`src/rtl/alu_bist.sv`:
```
// alu_bist: built-in self-test initiator for the combinational ALU. It drives
//   operands and a funct code, samples alu_result and checks it against an
//   internal golden model, one vector at a time over a fixed list of 11 ops.
// Latency: SETTLE_CYCLES+2 cycles per vector, so a full run takes
//   11*VECTORS*(SETTLE_CYCLES+2) cycles from start accept to done.
// Backpressure: none. start is a level that is sampled only in IDLE/DONE, and
//   start while busy is ignored. alu_result is trusted after SETTLE_CYCLES.
// Ports:
//   clk, rst_n       clock (rising edge), synchronous active-low reset
//   start            begin a run (level, sampled when not busy)
//   alu_reg_one/two  registered ALU operands A/B
//   alu_op           registered ALU funct code
//   alu_result       ALU output under test
//   busy, done, pass run status; pass is valid while done is high
//   fail_count       saturating mismatch count
//   fail_op/index    op and vector index of the first mismatch
module alu_bist #(
  parameter int unsigned VECTORS       = 64,
  parameter int unsigned SETTLE_CYCLES = 1,
  parameter logic [31:0] SEED          = 32'hACE1_2468,
  parameter bit          STOP_ON_FAIL  = 1'b0
) (
  input  logic        clk,
  input  logic        rst_n,
  input  logic        start,
  output logic [31:0] alu_reg_one,
  output logic [31:0] alu_reg_two,
  output logic [5:0]  alu_op,
  input  logic [31:0] alu_result,
  output logic        busy,
  output logic        done,
  output logic        pass,
  output logic [15:0] fail_count,
  output logic [5:0]  fail_op,
  output logic [15:0] fail_index
);

  // An all-zero seed would lock the LFSR, so it is replaced by 1.
  localparam logic [31:0] SEED_EFF  = (SEED == 32'h0) ? 32'h1 : SEED;
  // Galois mask for x^32+x^22+x^2+x+1 in right-shifting form.
  localparam logic [31:0] LFSR_TAPS = 32'h8020_0003;
  localparam logic [3:0]  LAST_OP   = 4'd10;
  localparam logic [15:0] LAST_VEC  = 16'(VECTORS - 1);
  localparam int unsigned WAIT_W    = (SETTLE_CYCLES > 1) ? $clog2(SETTLE_CYCLES) : 1;
  localparam logic [WAIT_W-1:0] WAIT_LOAD = WAIT_W'(SETTLE_CYCLES - 1);

  typedef enum logic [2:0] {
    S_IDLE  = 3'd0,
    S_DRIVE = 3'd1,
    S_WAIT  = 3'd2,
    S_CHECK = 3'd3,
    S_DONE  = 3'd4
  } state_e;

  // Fixed op order; funct codes of the ALU.
  function automatic logic [5:0] op_code(input logic [3:0] idx);
    logic [5:0] code;
    case (idx)
      4'd0:    code = 6'd0;   // sll
      4'd1:    code = 6'd2;   // srl
      4'd2:    code = 6'd3;   // sra
      4'd3:    code = 6'd32;  // add
      4'd4:    code = 6'd34;  // sub
      4'd5:    code = 6'd36;  // and
      4'd6:    code = 6'd37;  // or
      4'd7:    code = 6'd38;  // xor
      4'd8:    code = 6'd39;  // nor
      4'd9:    code = 6'd42;  // slt
      4'd10:   code = 6'd8;   // jr
      default: code = 6'd0;
    endcase
    return code;
  endfunction

  function automatic logic is_shift(input logic [5:0] code);
    return (code == 6'd0) || (code == 6'd2) || (code == 6'd3);
  endfunction

  function automatic logic [31:0] lfsr_next(input logic [31:0] x);
    return (x >> 1) ^ (x[0] ? LFSR_TAPS : 32'h0);
  endfunction

  function automatic logic [31:0] golden(input logic [31:0] a, input logic [31:0] b,
                                         input logic [5:0] code);
    logic [31:0] r;
    case (code)
      6'd0:    r = a << b[4:0];
      6'd2:    r = a >> b[4:0];
      6'd3:    r = 32'($signed(a) >>> b[4:0]);
      6'd32:   r = a + b;
      6'd34:   r = a - b;
      6'd36:   r = a & b;
      6'd37:   r = a | b;
      6'd38:   r = a ^ b;
      6'd39:   r = ~(a | b);
      6'd42:   r = {31'b0, (a < b)};
      6'd8:    r = a;
      default: r = 32'h0;
    endcase
    return r;
  endfunction

  state_e            state_q, state_d;
  logic [31:0]       lfsr_q, lfsr_d;
  logic [3:0]        op_idx_q, op_idx_d;
  logic [15:0]       vec_idx_q, vec_idx_d;
  logic [WAIT_W-1:0] wait_cnt_q, wait_cnt_d;
  logic [31:0]       reg_one_q, reg_one_d;
  logic [31:0]       reg_two_q, reg_two_d;
  logic [5:0]        op_q, op_d;
  logic              busy_q, busy_d;
  logic              done_q, done_d;
  logic              pass_q, pass_d;
  logic [15:0]       fail_count_q, fail_count_d;
  logic [5:0]        fail_op_q, fail_op_d;
  logic [15:0]       fail_index_q, fail_index_d;

  logic [31:0] draw_a;
  logic [31:0] draw_b;
  logic [31:0] expected;
  logic        mismatch;
  logic [15:0] fc_next;
  logic        finish;
  logic [5:0]  next_code;

  always_comb begin
    state_d      = state_q;
    lfsr_d       = lfsr_q;
    op_idx_d     = op_idx_q;
    vec_idx_d    = vec_idx_q;
    wait_cnt_d   = wait_cnt_q;
    reg_one_d    = reg_one_q;
    reg_two_d    = reg_two_q;
    op_d         = op_q;
    busy_d       = busy_q;
    done_d       = done_q;
    pass_d       = pass_q;
    fail_count_d = fail_count_q;
    fail_op_d    = fail_op_q;
    fail_index_d = fail_index_q;

    draw_a    = lfsr_next(lfsr_q);
    draw_b    = lfsr_next(draw_a);
    next_code = op_code(op_idx_q);
    // Golden is computed from the operands actually presented to the ALU.
    expected  = golden(reg_one_q, reg_two_q, op_q);
    mismatch  = (alu_result != expected);
    fc_next   = fail_count_q;
    finish    = 1'b0;

    case (state_q)
      S_IDLE, S_DONE: begin
        if (start) begin
          state_d      = S_DRIVE;
          busy_d       = 1'b1;
          done_d       = 1'b0;
          pass_d       = 1'b0;
          fail_count_d = 16'h0;
          fail_op_d    = 6'h0;
          fail_index_d = 16'h0;
          // Reloading the seed makes every run bit-identical.
          lfsr_d       = SEED_EFF;
          op_idx_d     = 4'd0;
          vec_idx_d    = 16'd0;
        end
      end

      S_DRIVE: begin
        op_d      = next_code;
        reg_one_d = draw_a;
        if (is_shift(next_code)) begin
          // Shift amount sweeps with the vector index; only A consumes the LFSR.
          reg_two_d = {27'b0, vec_idx_q[4:0]};
          lfsr_d    = draw_a;
        end else begin
          reg_two_d = draw_b;
          lfsr_d    = draw_b;
        end
        wait_cnt_d = WAIT_LOAD;
        state_d    = S_WAIT;
      end

      S_WAIT: begin
        if (wait_cnt_q == '0) begin
          state_d = S_CHECK;
        end else begin
          wait_cnt_d = wait_cnt_q - WAIT_W'(1);
        end
      end

      S_CHECK: begin
        if (mismatch) begin
          fc_next = (fail_count_q == 16'hFFFF) ? fail_count_q : fail_count_q + 16'd1;
          // Count is zero only before the first mismatch (it saturates, never wraps).
          if (fail_count_q == 16'h0) begin
            fail_op_d    = op_q;
            fail_index_d = vec_idx_q;
          end
        end
        fail_count_d = fc_next;
        finish = (mismatch && STOP_ON_FAIL) ||
                 ((vec_idx_q == LAST_VEC) && (op_idx_q == LAST_OP));
        if (finish) begin
          state_d = S_DONE;
          busy_d  = 1'b0;
          done_d  = 1'b1;
          pass_d  = (fc_next == 16'h0);
        end else begin
          state_d = S_DRIVE;
          if (vec_idx_q == LAST_VEC) begin
            vec_idx_d = 16'd0;
            op_idx_d  = op_idx_q + 4'd1;
          end else begin
            vec_idx_d = vec_idx_q + 16'd1;
          end
        end
      end

      default: state_d = S_IDLE;
    endcase
  end

  always_ff @(posedge clk) begin
    if (!rst_n) begin
      state_q      <= S_IDLE;
      lfsr_q       <= SEED_EFF;
      op_idx_q     <= 4'd0;
      vec_idx_q    <= 16'd0;
      wait_cnt_q   <= '0;
      reg_one_q    <= 32'h0;
      reg_two_q    <= 32'h0;
      op_q         <= 6'h0;
      busy_q       <= 1'b0;
      done_q       <= 1'b0;
      pass_q       <= 1'b0;
      fail_count_q <= 16'h0;
      fail_op_q    <= 6'h0;
      fail_index_q <= 16'h0;
    end else begin
      state_q      <= state_d;
      lfsr_q       <= lfsr_d;
      op_idx_q     <= op_idx_d;
      vec_idx_q    <= vec_idx_d;
      wait_cnt_q   <= wait_cnt_d;
      reg_one_q    <= reg_one_d;
      reg_two_q    <= reg_two_d;
      op_q         <= op_d;
      busy_q       <= busy_d;
      done_q       <= done_d;
      pass_q       <= pass_d;
      fail_count_q <= fail_count_d;
      fail_op_q    <= fail_op_d;
      fail_index_q <= fail_index_d;
    end
  end

  assign alu_reg_one = reg_one_q;
  assign alu_reg_two = reg_two_q;
  assign alu_op      = op_q;
  assign busy        = busy_q;
  assign done        = done_q;
  assign pass        = pass_q;
  assign fail_count  = fail_count_q;
  assign fail_op     = fail_op_q;
  assign fail_index  = fail_index_q;

endmodule

```
`config.mk`:
```
export PLATFORM = sky130hd
export DESIGN_NAME = alu_bist
export DESIGN_NICKNAME = d
export VERILOG_FILES = /design/src/rtl/alu_bist.sv
export SDC_FILE = /design/constraint.sdc
export NUM_CORES = 1
export LEC_CHECK = 0
export ABC_CLOCK_PERIOD_IN_PS = 6800
export CELL_PAD_IN_SITES_DETAIL_PLACEMENT = 1
export CELL_PAD_IN_SITES_GLOBAL_PLACEMENT = 1
export CORE_MARGIN = 3
export CORE_UTILIZATION = 46
export CTS_BUF_LIST = sky130_fd_sc_hd__clkbuf_4
export CTS_CLUSTER_SIZE = 25
export DETAILED_ROUTE_END_ITERATION = 7
export HOLD_SLACK_MARGIN = 0.15
export PLACE_DENSITY = 0.86
export SYNTH_ARGS = -nofsm -noshare
export SYNTH_HDL_FRONTEND = slang
export SYNTH_SLANG_ARGS = --single-unit
```
`constraint.sdc`:
```
create_clock -name clk -period 6.8 [get_ports clk]
set_input_delay 0.68 -clock clk [delete_from_list [all_inputs] [get_ports clk]]
set_output_delay 0.68 -clock clk [all_outputs]
set_load 0.01 [all_outputs]
```
After elaboration in Yosys (flattened, before gate mapping)
Memories as Yosys holds them, arrays and structs flattened. A register that Yosys moved wholly into a read port is not among the register bits.
Cells that the tools add are included.

storage, ports and cells
  register bits = 167
  memories kept = 1
  output and inout port bits = 111
  bits in writable memories = 0
  logic and storage cells = 119
  latch bits = 0
  input bits = 35
  bits in read-only memories = 80

memory list
  name              depth  bits a word  read ports  clocked after memory_dff  write ports  line  text
  (name not given)  16     5            1           1                         0            58    case (idx)

cells by class
  shift-type cells = 3
  $mul = 0
  magnitude comparators = 1
  muxes and demuxes = 42
  divide/modulo/power cells = 0
  eq/ne operators = 27
  bitwise logic cells = 6
  add/subtract/negate cells = 6
  reductions and logical operators = 19

operators with widths
  kind                                           number
  case mux 32 bit (11 select lines)              1
  2-to-1 mux 32 bit                              5
  2-to-1 mux 16 bit                              8
  case mux 16 bit (2 select lines)               3
  case mux 32 bit (2 select lines)               1
  bitwise XOR 31 x 32 -> 32 bit                  2
  == test 6 bit, second input constant           7
  adder 16 x 1 -> 16 bit, second input constant  2
  adder 32 bit                                   1
  AND 32 bit                                     1
  logical NOT 16 bit                             2
  < comparator 32 bit                            1
  inequality test 32 bit                         1
  NOT 32 bit                                     1
  bitwise OR 32 bit                              1
  left shift 32 x 5 -> 32 bit                    1
  >> shifter 32 x 5 -> 32 bit                    1
  >>> shifter 32 x 5 -> 32 bit                   1
  subtractor 32 bit                              1
  bitwise XOR 32 bit                             1
  == test 6 x 2 -> 1 bit, second input constant  4
  2-to-1 mux 4 bit                               5
  2-to-1 mux 6 bit                               3
  == test 16 bit, second input constant          1
  other kinds (24)                               49

Longest topological paths before layout
Gate-level depths: netlist of run 1.

  word-level depth = 9
  gate-level depth with buffers = 24

Least setup slack after synthesis of run 1
No wires, ideal clock.

  kind = register -> register
  start point = register reg_two_q[2] (netlist: alu_reg_two[2])
  end point = register fail_count_q[5] (netlist: fail_count[5])
  required time = 6672 ps
  path slack = 1654 ps
  stages on the path, launching flop included = 24
  arrival time = 5018 ps
  path buffers = 6
  path through = dfxtp_1 buf_2 buf_4 inv_2 buf_2 buf_2 ha_1 buf_2 nand2b_1 a211oi_2 o21ai_1 or4_1 a31o_2 xnor2_1 a211o_1 xor2_1 a2111oi_0 and4b_1 nand4_2 buf_4 nand4_1 xor2_1 a2bb2oi_1 nor2_1

on the way
  word-level cells in the longest chain between the ends = 7
  elaborated cells between the ends (all ways) = 15

ends and longest elaborated chain
  item                                                       line  text
  from (decl)                                                109   logic [31:0] reg_two_q, reg_two_d;
  from (signal assigned)                                     246   reg_two_q <= reg_two_d;
  branches (longest 2 deep; another with subtractor 32 bit)  --
  case mux 32 bit (11 select lines) *                        86    case (code)
  inequality test 32 bit *                                   147   mismatch = (alu_result != expected);
  2-to-1 mux 16 bit *                                        192   if (mismatch) begin
  2-to-1 mux 16 bit *                                        151   case (state_q)
  case mux 16 bit (2 select lines) *                         151
  to (signal assigned)                                       251   fail_count_q <= fail_count_d;
  to (decl)                                                  114   logic [15:0] fail_count_q, fail_count_d;

Mark *: on every way between the ends. The select of a mux whose other input is x is not followed.
A chain may end at the register's enable or synchronous reset.

Worst setup path after layout of run 1
  start point = register reg_one_q[0] (netlist: alu_reg_one[0])
  end point = register pass_q (netlist: pass)

on the way
  word-level cells in the longest chain between the ends = 9
  elaborated cells between the ends (all ways) = 17

ends and longest elaborated chain
  item                                                       line  text
  from (decl)                                                108   logic [31:0] reg_one_q, reg_one_d;
  from (signal assigned)                                     245   reg_one_q <= reg_one_d;
  branches (longest 2 deep; another with subtractor 32 bit)  --
  case mux 32 bit (11 select lines) *                        86
  inequality test 32 bit *                                   147
  2-to-1 mux 16 bit *                                        192
  2-to-1 mux 16 bit *                                        151
  logical NOT 16 bit *                                       207   pass_d = (fc_next == 16'h0);
  2-to-1 mux 1 bit *                                         203   if (finish) begin
  case mux 1 bit (2 select lines) *                          151
  to (signal assigned)                                       250   pass_q <= pass_d;
  to (decl)                                                  113   logic pass_q, pass_d;

Marked as above.

==> results of run 1 <==
## worst register-to-register path: stages, from the launching register on
cell       delay (ps)
dfxtp_1           610
inv_1             170
ha_1              250
fa_1              430
nor2_1            220
o311ai_1          200
a31oi_1           530
o22ai_1           370
and4_1            320
or4_1             420
mux2i_1           150
a2111oi_1         430
o211ai_1          180
nor4_2            310
nand4_2           330
buf_4             320
mux2i_1           140
nor4_1            290
nand4_1           140
o21ai_1           120
## routing by layer
metal | global-route usage | vias up | part of all wire
li1 | - | 9507 | -
met1 | 0.529 | 11100 | 0.37
met2 | 0.672 | 1398 | 0.44
met3 | 0.0827 | 410 | 0.096
met4 | 0.318 | 0 | 0.088
met5 | 0 | - | 0
## final cells by class
class,count,area share
multi-input combinational,2044,0.668
tap,525,0.0309
timing repair buffer,246,0.106
inverter,107,0.0189
clock inverter,14,0.00999
sequential,169,0.160
antenna,2,0.000235
clock buffer,17,0.00599
## final timing paths
| check | start | end | slack, ps | cells after the start |
|---|---|---|---|---|
| worst min register to register | fail_op[2]$_SDFFE_PN0P_ | fail_op[2]$_SDFFE_PN0P_ | 470 | 2 |
| worst max-delay path | alu_reg_one[0]$_SDFFE_PN0P_ | pass$_SDFFE_PN0P_ | 790 | 19 |
| worst max register to register | alu_reg_one[0]$_SDFFE_PN0P_ | pass$_SDFFE_PN0P_ | 790 | 19 |
| worst min-delay path | fail_op[2]$_SDFFE_PN0P_ | fail_op[2]$_SDFFE_PN0P_ | 470 | 2 |
## power groups by stage
stage	Sequential [mW]	Clock, mW	Combinational (mW)
final	1.16	0.695	2.15
after global routing	1.17	0.747	2.23
after CTS	1.16	0.704	2.06
after detailed placement	1.18	0	2.05
after global placement	1.17	0	2.01
after floorplan	1.14	0	1.32
## per-stage QoR
| stage | power (mW) | setup slack (ps) | std cells |
|---|---|---|---|
| after floorplan | 2.46 | 1650 | 2549 |
| after global routing | 4.15 | 489 | 3123 |
| after global placement | 3.18 | 1160 | 3091 |
| after CTS | 3.92 | 971 | 3122 |
| after detailed placement | 3.23 | 1050 | 3091 |
| final | 4.00 | 789 | 3124 |
## cells by family after synthesis
kind of cell	synth area share
AND/OR/NAND/NOR	0.236
adder cells (fa/ha/maj)	0.0717
other	0.000197
flip-flops	0.177
XOR/XNOR	0.0446
buffers and inverters	0.0781
AO/OA/AOI/OAI	0.263
multiplexers	0.129
## cell usage in the layout (no fill, tap or decap), drive strengths merged, types with 18 or more instances in the layout
cell type / n
o22ai: 30
o221ai: 18
o211ai: 38
nand2: 326
nor2b: 30
xor2: 33
and2: 19
nand3: 97
a31oi: 23
nand2b: 22
nand4: 35
nor2: 167
and3: 23
nor4: 41
a22oi: 41
a221oi: 28
a211oi: 30
buf: 103
mux2: 24
nand3b: 24
ha: 106
dfxtp: 169
mux2i: 73
clkdlybuf4s50: 143
xnor2: 64
o21ai: 118
inv: 110
mux4: 65
nor3: 66
a21oi: 244
## sequential cells by signal (all words and copies together), names as in the netlist, 3 cells and up
signal       flops
alu_reg_one     32
alu_reg_two     32
lfsr_q          32
fail_count      16
fail_index      16
vec_idx_q       16
alu_op           5
fail_op          5
next_code        5
op_idx_q         4
state_q          3
==> run summary, run 1 <==
Unique masters post-synth: 98
Total core area: 0.0404 mm²
Placed inst area: 0.0209 mm²
Clock tree sinks: 169
Setup TNS: 0 ps
Seq/Total Area, Yosys: 0.177
Worst path slowest cell: dfxtp_1
Total internal power: 2.07 mW
Status: finished, final reports clean
Synth cell count leaders: nand2_1, a21oi_1, dfxtp_1
Family with the most delay on the worst path: simple AND/OR/NAND/NOR gates
Area grow syn2layout: 11.7%
Clk_skew: 38.6 ps
Asr flop ratio synth: 0
Clock latency on the worst-skew pair: 640 ps
Setup-violating endpoint count in the final report: 0
Number of max-cap violations: 0
PortBufs: 143
Most common cell in the netlist: nand2_1
Psw: 1.94 mW
Synth Cell Area: 0.0191 mm²
Synth Warn #: 0
CTS Hold Buffers Added: 0
Seq pwr share: 0.290
Area of the multi-input gates: 0.0142 mm²
Share of power burned in the clock network: 0.174
Hpwl dp: 74.0 mm
Slew HR: 0.202
Setup crit start kind: flop
Worst path max stage delay: 610 ps
Buf/Inv on CP: 2
Post-DRT Antenna Nets: 0
Sw Ratio: 0.484
Layout cells sized above 1: 0.104
Post-synth EDFFs: 0
RSZ-0062 raised after global routing: false
Layout net count: 2728
Die width: 210 µm
Drt first-iter violations: 2741
Fin crit period: 6010 ps
Largest cells by area after synthesis: dfxtp_1, mux4_2, ha_1
Crit-path max FO: 14
Post-route DRC: 0
P_leak: 7.34 nW
Flops & latches, synth: 169
CTS resizes: 0
Yosys top cell by area: dfxtp_1
Gpl congestion: 1.03
Pwr dens: 188 mW/mm²
Crit. End Element: flop
Vias in the first global route: 22500
Critical path, cell by cell: inv_1 -> ha_1 -> fa_1 -> nor2_1 -> o311ai_1 -> a31oi_1 -> o22ai_1 -> and4_1 -> or4_1 -> mux2i_1 -> a2111oi_1 -> o211ai_1 -> nor4_2 -> nand4_2 -> buf_4 -> mux2i_1 -> nor4_1 -> nand4_1 -> o21ai_1
Post-synth top area share: 0.177
Pins Over Slew Limit: 0
Chip height: 210 µm
Post-CTS setup buffer count: 0
Logic gate share of total power: 0.536
Wire per inst: 31.6 µm
H-tree Lvls: 4
Boundary pin count: 146
Worst-case clock buffer depth: 2
Final Hold Fails: 0
Clock-pin slew on the worst setup and hold paths: 170 ps
Drt first pass iters: 6
Largest net degree at the start of global routing: 78
Initial antenna violation count: 1
Grt ovf: 0
Crit Path Category: flop to flop
Critical Path RT: 7360 ps
Tcrit/Tclk final: 0.884
CTS tree: yes
Most used cell, CP: mux2i_1
First-pass GRT wire length: 146 mm
Syn Inst Count: 2548
DRT Wirelength: 98.6 mm
Hold/Removal Path Class: flop to flop
Die ar.: 0.0439 mm²
GRT Overall Usage: 0.431
Register area: 0.00340 mm²
Layout Utilization: 0.527
Initial core utilization: 0.472
Fin area: 0.0213 mm²
Least-Margin Pin Slew: 1190 ps
FP Rows: 73
Critical Path AT: 6570 ps
Mean post-synth cell area: 7.48 µm²
CTS Buf Count: 17
Fmax achieved: 166 MHz
Peak VDD IR: 0.183 mV
Vias: 22400
Hold Worst Slack: 473 ps
Clk root buf: clkbuf_4
Ys flop type: dfxtp_1
Fillers: 5154
Vias/cell: 7.17
Power figures use the tool's default switching activity.
==> run 2, diff against run 1 <==
--- a/config.mk
+++ b/config.mk
@@ -6,6 +6,7 @@
 export NUM_CORES = 1
 export LEC_CHECK = 0
 export ABC_CLOCK_PERIOD_IN_PS = 6800
+export CAP_MARGIN = 10
 export CELL_PAD_IN_SITES_DETAIL_PLACEMENT = 1
 export CELL_PAD_IN_SITES_GLOBAL_PLACEMENT = 1
 export CORE_MARGIN = 3
==> results of run 2 <==
Final layout, timing and power as in run 1 (identical DEF).
